--- src/rtl/regfile_decoded_nport.sv ---
// DEPTH x WIDTH register file with one write port and NUM_RD registered read ports, all selected through one-hot wordlines.
// Optional macro RF_BYPASS_EN: a read of the register being written on the same edge returns the incoming write data.
module regfile_decoded_nport #(
   parameter int WIDTH    = 16,
   parameter int DEPTH    = 16,
   parameter int ADDR_W   = 4,
   parameter int NUM_RD   = 2,
   parameter int ZERO_REG = 1
) (
   input  logic                     clk,
   input  logic                     rst,
   input  logic                     wr_en,
   input  logic [ADDR_W-1:0]        wr_addr,
   input  logic [WIDTH-1:0]         wr_data,
   input  logic [NUM_RD-1:0]        rd_en,
   input  logic [NUM_RD*ADDR_W-1:0] rd_addr,
   output logic [NUM_RD*WIDTH-1:0]  rd_data,
   output logic [NUM_RD-1:0]        rd_valid,
   output logic                     addr_err
);

   // An address at or above DEPTH decodes to no wordline, so range checks are simply "no bit set".
   function automatic logic [DEPTH-1:0] decode(input logic [ADDR_W-1:0] addr);
      logic [DEPTH-1:0] wl;
      wl = '0;
      for (int i = 0; i < DEPTH; i++) begin
         wl[i] = (addr == ADDR_W'(i));
      end
      return wl;
   endfunction

   logic [WIDTH-1:0]        mem_q [DEPTH];
   logic [NUM_RD*WIDTH-1:0] rd_data_q, rd_data_d;
   logic [NUM_RD-1:0]       rd_valid_q, rd_valid_d;
   logic                    addr_err_q, addr_err_d;

   logic [DEPTH-1:0]        wr_dec;
   logic [DEPTH-1:0]        wr_wl;
   logic [WIDTH-1:0]        rd_src [DEPTH];

   always_comb begin
      wr_dec = decode(wr_addr);
      wr_wl  = wr_en ? wr_dec : '0;
      if (ZERO_REG != 0) begin
         wr_wl[0] = 1'b0;
      end
   end

   // Value each register presents to the read AND-OR tree this cycle.
   always_comb begin
      for (int i = 0; i < DEPTH; i++) begin
         rd_src[i] = mem_q[i];
`ifdef RF_BYPASS_EN
         if (wr_wl[i]) begin
            rd_src[i] = wr_data;
         end
`endif
         if ((ZERO_REG != 0) && (i == 0)) begin
            rd_src[i] = '0;
         end
      end
   end

   // NOTE: every output of this block gets a default first so no latch is inferred.
   always_comb begin
      logic [DEPTH-1:0] rd_wl;
      logic [WIDTH-1:0] sel;

      rd_data_d  = rd_data_q;
      rd_valid_d = rd_en;
      addr_err_d = addr_err_q | (wr_en & ~(|wr_dec));

      for (int p = 0; p < NUM_RD; p++) begin
         rd_wl = decode(rd_addr[p*ADDR_W +: ADDR_W]);
         sel   = '0;
         for (int i = 0; i < DEPTH; i++) begin
            sel = sel | (rd_src[i] & {WIDTH{rd_wl[i]}});
         end
         if (rd_en[p]) begin
            rd_data_d[p*WIDTH +: WIDTH] = sel;
            addr_err_d = addr_err_d | ~(|rd_wl);
         end
      end
   end

   // NOTE: storage is reset along with the outputs, so every register reads as 0 after rst rather than X.
   always_ff @(posedge clk) begin
      if (rst) begin
         for (int i = 0; i < DEPTH; i++) begin
            mem_q[i] <= '0;
         end
         rd_data_q  <= '0;
         rd_valid_q <= '0;
         addr_err_q <= 1'b0;
      end else begin
         // NOTE: non-blocking updates keep every same-edge read on the pre-write storage.
         for (int i = 0; i < DEPTH; i++) begin
            if (wr_wl[i]) begin
               mem_q[i] <= wr_data;
            end
         end
         rd_data_q  <= rd_data_d;
         rd_valid_q <= rd_valid_d;
         addr_err_q <= addr_err_d;
      end
   end

   assign rd_data  = rd_data_q;
   assign rd_valid = rd_valid_q;
   assign addr_err = addr_err_q;

endmodule
--- config.mk ---
export PLATFORM = sky130hd
export DESIGN_NAME = regfile_decoded_nport
export DESIGN_NICKNAME = d
export VERILOG_FILES = /design/src/rtl/regfile_decoded_nport.sv
export SDC_FILE = /design/constraint.sdc
export NUM_CORES = 1
export LEC_CHECK = 0
export ABC_AREA = 0
export CAP_MARGIN = 20
export CORE_MARGIN = 3
export CORE_UTILIZATION = 55
export DETAILED_ROUTE_END_ITERATION = 6
export HOLD_SLACK_MARGIN = 0.06
export PLACE_DENSITY = 0.77
export SLEW_MARGIN = 20
export SYNTH_ARGS = -nofsm -noshare
export SYNTH_HDL_FRONTEND = slang
export SYNTH_SLANG_ARGS = --single-unit
--- constraint.sdc ---
create_clock -name clk -period 2.3 [get_ports clk]
set_input_delay 0.345 -clock clk [delete_from_list [all_inputs] [get_ports clk]]
set_output_delay 0.345 -clock clk [all_outputs]
set_load 0.01 [all_outputs]
Word level (Yosys, flattened, before mapping)
Memory sizes are Yosys's and may differ from the RTL's.
Cells that the tools add are included.
Cells by class
  add/subtract/negate cells: 0
  multiply operators: 0
  div/mod/pow operators: 0
  $lt $le $gt $ge: 0
  equal/unequal tests: 45
  shifts and indexed selects: 0
  multiplexer cells: 65
  bitwise gates (word level): 80
  reduce and logical (&&, ||, !) cells: 6
Operators with widths (count)
  AND 16 bit: 30
  OR 16 bit: 28
  two-way mux 16 bit: 16
  == test 4 bit, second input constant: 24
  two-way mux 1 bit: 49
  == test 4 x 3 -> 1 bit, second input constant: 12
  OR reduction 16 bit: 3
  == test 4 x 2 -> 1 bit, second input constant: 6
  OR 1 bit: 18
  == test 4 x 1 -> 1 bit, second input constant: 3
  logical NOT 4 bit: 3
  inverter 1 bit: 3
  AND 1 bit: 1
Word-level totals
  register bits after elaboration: 35
  bits in latches: 0
  bits in writable memories: 256
  memory bits (read-only): 0
  memories: 1
Memories
  mem_q: words 16, width 16, read ports 15, clocked after memory_dff 0, wr ports 16, line 32  | logic [WIDTH-1:0] mem_q [DEPTH];

Logic depth before layout (Yosys ltp)
  word-level depth: 16
  depth in mapped cells: 7
  gate-level depth less buffers: 4

Worst setup path after synthesis
Ideal clock, no wire load.
  kind: input-to-reg
  start point: input port wr_addr[0]
  end point: memory mem_q[11][0], in the netlist mem_q[1][48], enable pin
  data arrival time: 1953 ps
  setup slack: -67 ps
  stages on the path: 3
  buffers on the path: 1
  path through: clkbuf_1 inv_1 o31ai_1
RTL lines
  start, declared: line 13  | input logic [ADDR_W-1:0] wr_addr,
  end, declared: line 32

Final worst setup path
  start point: register rd_data_q[8], in the netlist rd_data[8]
  end point: output port rd_data[8]
RTL lines
  start, declared: line 33  | logic [NUM_RD*WIDTH-1:0] rd_data_q, rd_data_d;
  start signal, assigned: line 102  | rd_data_q <= rd_data_d;
  end, declared: line 17  | output logic [NUM_RD*WIDTH-1:0] rd_data,
No word-level cell between the ends.

==> flow_results.org <==
** Run status
- The flow ran to the end, and the final reports show no timing, DRC or antenna violations.

** Min path
- Min-Delay Path Class :: in2reg

** Power and ir drop
- In this run the power density over the cells is 775 mW/mm2.
- In this run the static leakage power is slightly below 6 nW.
- Across the VDD grid, the largest voltage drop is 0.661 mV.

** Global routing
- GRT met3 Usage :: 0.103
- In the global route stage, overall resource usage came out at 0.318.
- The first global-routing pass estimated around 62,000 um of wire.
- The number of antenna violations at the first check in global routing came to 0.
- For this run, global-route usage on met2 was measured as 0.476.
- Met1 layer usage reported by global route :: 0.457
- After global routing, the most crowded layer is met2.
- Largest net degree at the start of global routing :: 34
- Global routing finished with a remaining overflow of 0.
- Vias in the first global route :: 9,931

** CTS
- The tree is rooted in a clkbuf_16.
- Cells resized by post-CTS repair :: 0
- Clock tree from TritonCTS :: done
- Number of buffers added by the clock tree synthesis step :: 28
- Worst-Skew Late Latency :: between 0.5 and 0.6 ns
- Clock transition at the registers of the reported paths :: around 0.060 ns
- Postcts setup bufs :: 0
- Number of hold buffers added after CTS :: 0
- Sink count of the clock tree :: approximately 280
- In this run the number of H-tree levels came out at 1.
- No sink is reached through more buffers than the 3 on the longest clock path.

** Placement
- Including well taps, the total number of placed cells is about 1,500.
- Once detailed placement completed, the half-perimeter wirelength came to approximately 30,000 um.
- Final Wtd Congestion :: approximately 1
- Input and output buffers added on the ports amount to 67.

** Setup path
- For the worst setup path, the data arrival time is about 1.6 ns.
- Data required, critical path :: ~2.0 ns
- Delay of the slowest cell on the worst path :: roughly 0.58 ns
- On the critical path, the stage with the largest delay is an instance of clkdlybuf4s50_1.
- Critical Path Source Type :: flip-flop
- Start-to-end type of the worst setup path :: reg2out
- Worst path buffer plus inverter count :: 1
- CP max FO :: 2
- Cells traversed along the worst timing path :: clkdlybuf4s50_1
- Broken down by cell family, the worst path's largest delay share belongs to buffers and inverters.
- STA classifies the critical path endpoint as a primary output.

** STA
- Max-slew violation total from the final report :: 0
- Post-route fraction of the period consumed by the critical path :: 0.823
- The final count of hold timing violations is 0.
- For the pin with the worst max-slew slack, the measured transition is 0.647 ns.
- Unrepaired setup endpoints after global routing :: no
- Between clock sinks in the finished design, the worst skew comes to approximately 0.015 ns.
- Relative slew margins :: 0.568
- Subtracting the final worst setup slack from the clock period gives roughly 1.9 ns.
- Count of final setup violators :: 0
- Max Fclk :: between 500 and 600 MHz

** Logic synthesis
- Largest family of logic cells by synthesized area :: compound AO/OA/AOI/OAI gates
- Number of synthesized register bits :: approximately 280
- Yosys attributes the largest share of cell area to edfxtp_1, mux2i_1, dfxtp_1, nor2_1, a22oi_1.
- Syn Nets :: 1,157
- Of the total synthesized cell area, the portion taken by AND, OR, NAND and NOR gates is 0.102.
- EDFF count, synth :: 240
- Yosys instantiated no cell more often than edfxtp_1.
- The portion of synthesized area spent on multiplexers is 0.0943.
- The cell area that synthesis handed to floorplanning was around 0.013 mm2.
- Adder-cell area share of the yosys netlist :: 0
- Area share of the largest cell type after synthesis :: 0.543
- The cell count after synthesis came out at between 1,000 and 1,500.
- Number of library cell types mapped by synthesis :: 63
- Post-synth ARST share :: 0
- Among all flip-flop cells after synthesis, the most frequent one is edfxtp_1.
- After synthesis, the most frequently instantiated cells are edfxtp_1, nor2_1, mux2i_1.
- The share of the synthesized area in compound gates (AO/OA/AOI/OAI) was 0.159.
- Avg Inst Size Synth :: about 12 um2
- Of the synthesized area, sequential elements account for 0.596.
- Of the total synthesized cell area, the portion taken by XOR and XNOR cells is 0.
- Warning count from the yosys run :: 0
- Cell type with the highest aggregate area in the netlist :: edfxtp_1

** Die
- For this configuration, the core starts out at a cell density of 0.562.
- The floorplan step set the die width to ~160 um.
- Die extent in y :: around 160 um
- Area of the die :: between 0.02 and 0.03 mm2
- I/O pin count :: between 60 and 70
- After floorplanning, the core was divided into 56 placement rows.
- Core Box Area :: 0.0236 mm2

** Detailed routing
- For this block, the initial DRC count from the detailed router was between 1,500 and 2,000.
- Wires add up to between 40,000 and 50,000 um.
- The count of nets left with antenna violations once routing finished came out at 0.
- Number of design rule violations left after detail routing :: 0
- Summing over every cut layer, the via total after detailed routing is 10,400.
- The first TritonRoute pass finished after 7 iterations.
- Detail-routed via count per cell :: approximately 6.7
- In the final routed layout, each cell accounts on average for between 20 and 30 um.

** Finish
- Non-filler cells in the finished layout :: ~1,600
- 0 antenna diodes ended up in the layout.
- Of the cells placed in the final design, the portion with a size suffix greater than 1 is 0.133.
- Relative to the synthesized area, the layout overhead comes to 18.8%.
- Number of nets in the finished design :: between 1,000 and 1,500
- Core Util, Final :: 0.668

** Run
- The tool flagged a number of max-cap violations equal to 0.
[logic make-up after synthesis]
kind of cell | Yosys count
compound gates | 292
buf+inv | 142
flops | 275
mux | 125
simple gates | 290
[sequential cells by signal, summed over array words and instances, names as in the netlist]
signal	flops
mem_q	240
rd_data	32
rd_valid	2
addr_err	1
[metrics by stage]
stage | cell area (um2) | worst slack [ns] | setup TNS (ns) | power [mW] | hold WS [ns]
after floorplan | 13300 | -0.0625 | -2.95 | 6.85 | 0.492
after global placement | 14800 | 0.188 | 0 | 7.54 | 0.455
after detailed placement | 14800 | 0.165 | 0 | 7.57 | 0.459
after CTS | 15800 | 0.412 | 0 | 12.2 | 0.367
after global routing | 15800 | 0.384 | 0 | 12.5 | 0.422
final | 15800 | 0.407 | 0 | 12.2 | 0.398
[report_power, final]
part           switching, mW  internal [mW]
Combinational          0.890          0.602
Sequential             0.234           5.81
Clock                   1.89           2.80
Total                   3.01           9.21
[layout by cell type (no fill, tap or decap), drive strengths merged, types with 36 or more instances in the layout]
master,netlist,final
edfxtp,240,240
nor2,181,181
mux2i,124,124
buf,55,95
clkdlybuf4s50,0,62
a22oi,56,56
inv,51,51
o21ai,51,51
o22ai,42,42
clkbuf,36,42
nand2,36,36
[path summary, 6_finish.rpt]
check                    start     endpoint  slack, ns  depth (start not counted)
hold / removal      rd_addr[1]  rd_data[13]       0.40                          4
setup / recovery    rd_data[8]   rd_data[8]       0.41                          1
setup reg to reg  mem_q[0][80]   rd_data[0]       0.84                          4
hold reg to reg       addr_err     addr_err       0.47                          1
[layer usage]
layer,routed length [um],vias to the layer above,part of all wire
li1,-,4476,-
met1,16500,5026,0.39
met2,18200,833,0.43
met3,6430,96,0.15
met4,1120,0,0.027
met5,0,-,0
[area by class of cell]
| type | count | area, um2 |
|---|---|---|
| clock inverters | 10 | 158 |
| well taps | 319 | 399 |
| clock buffers | 42 | 785 |
| fillers | 1732 | 7830 |
| flip-flops and latches | 275 | 7910 |
| multi-input cells | 707 | 4770 |
| inverters | 51 | 191 |
| repair buffers | 157 | 1570 |
Power figures use the tool's default switching activity.
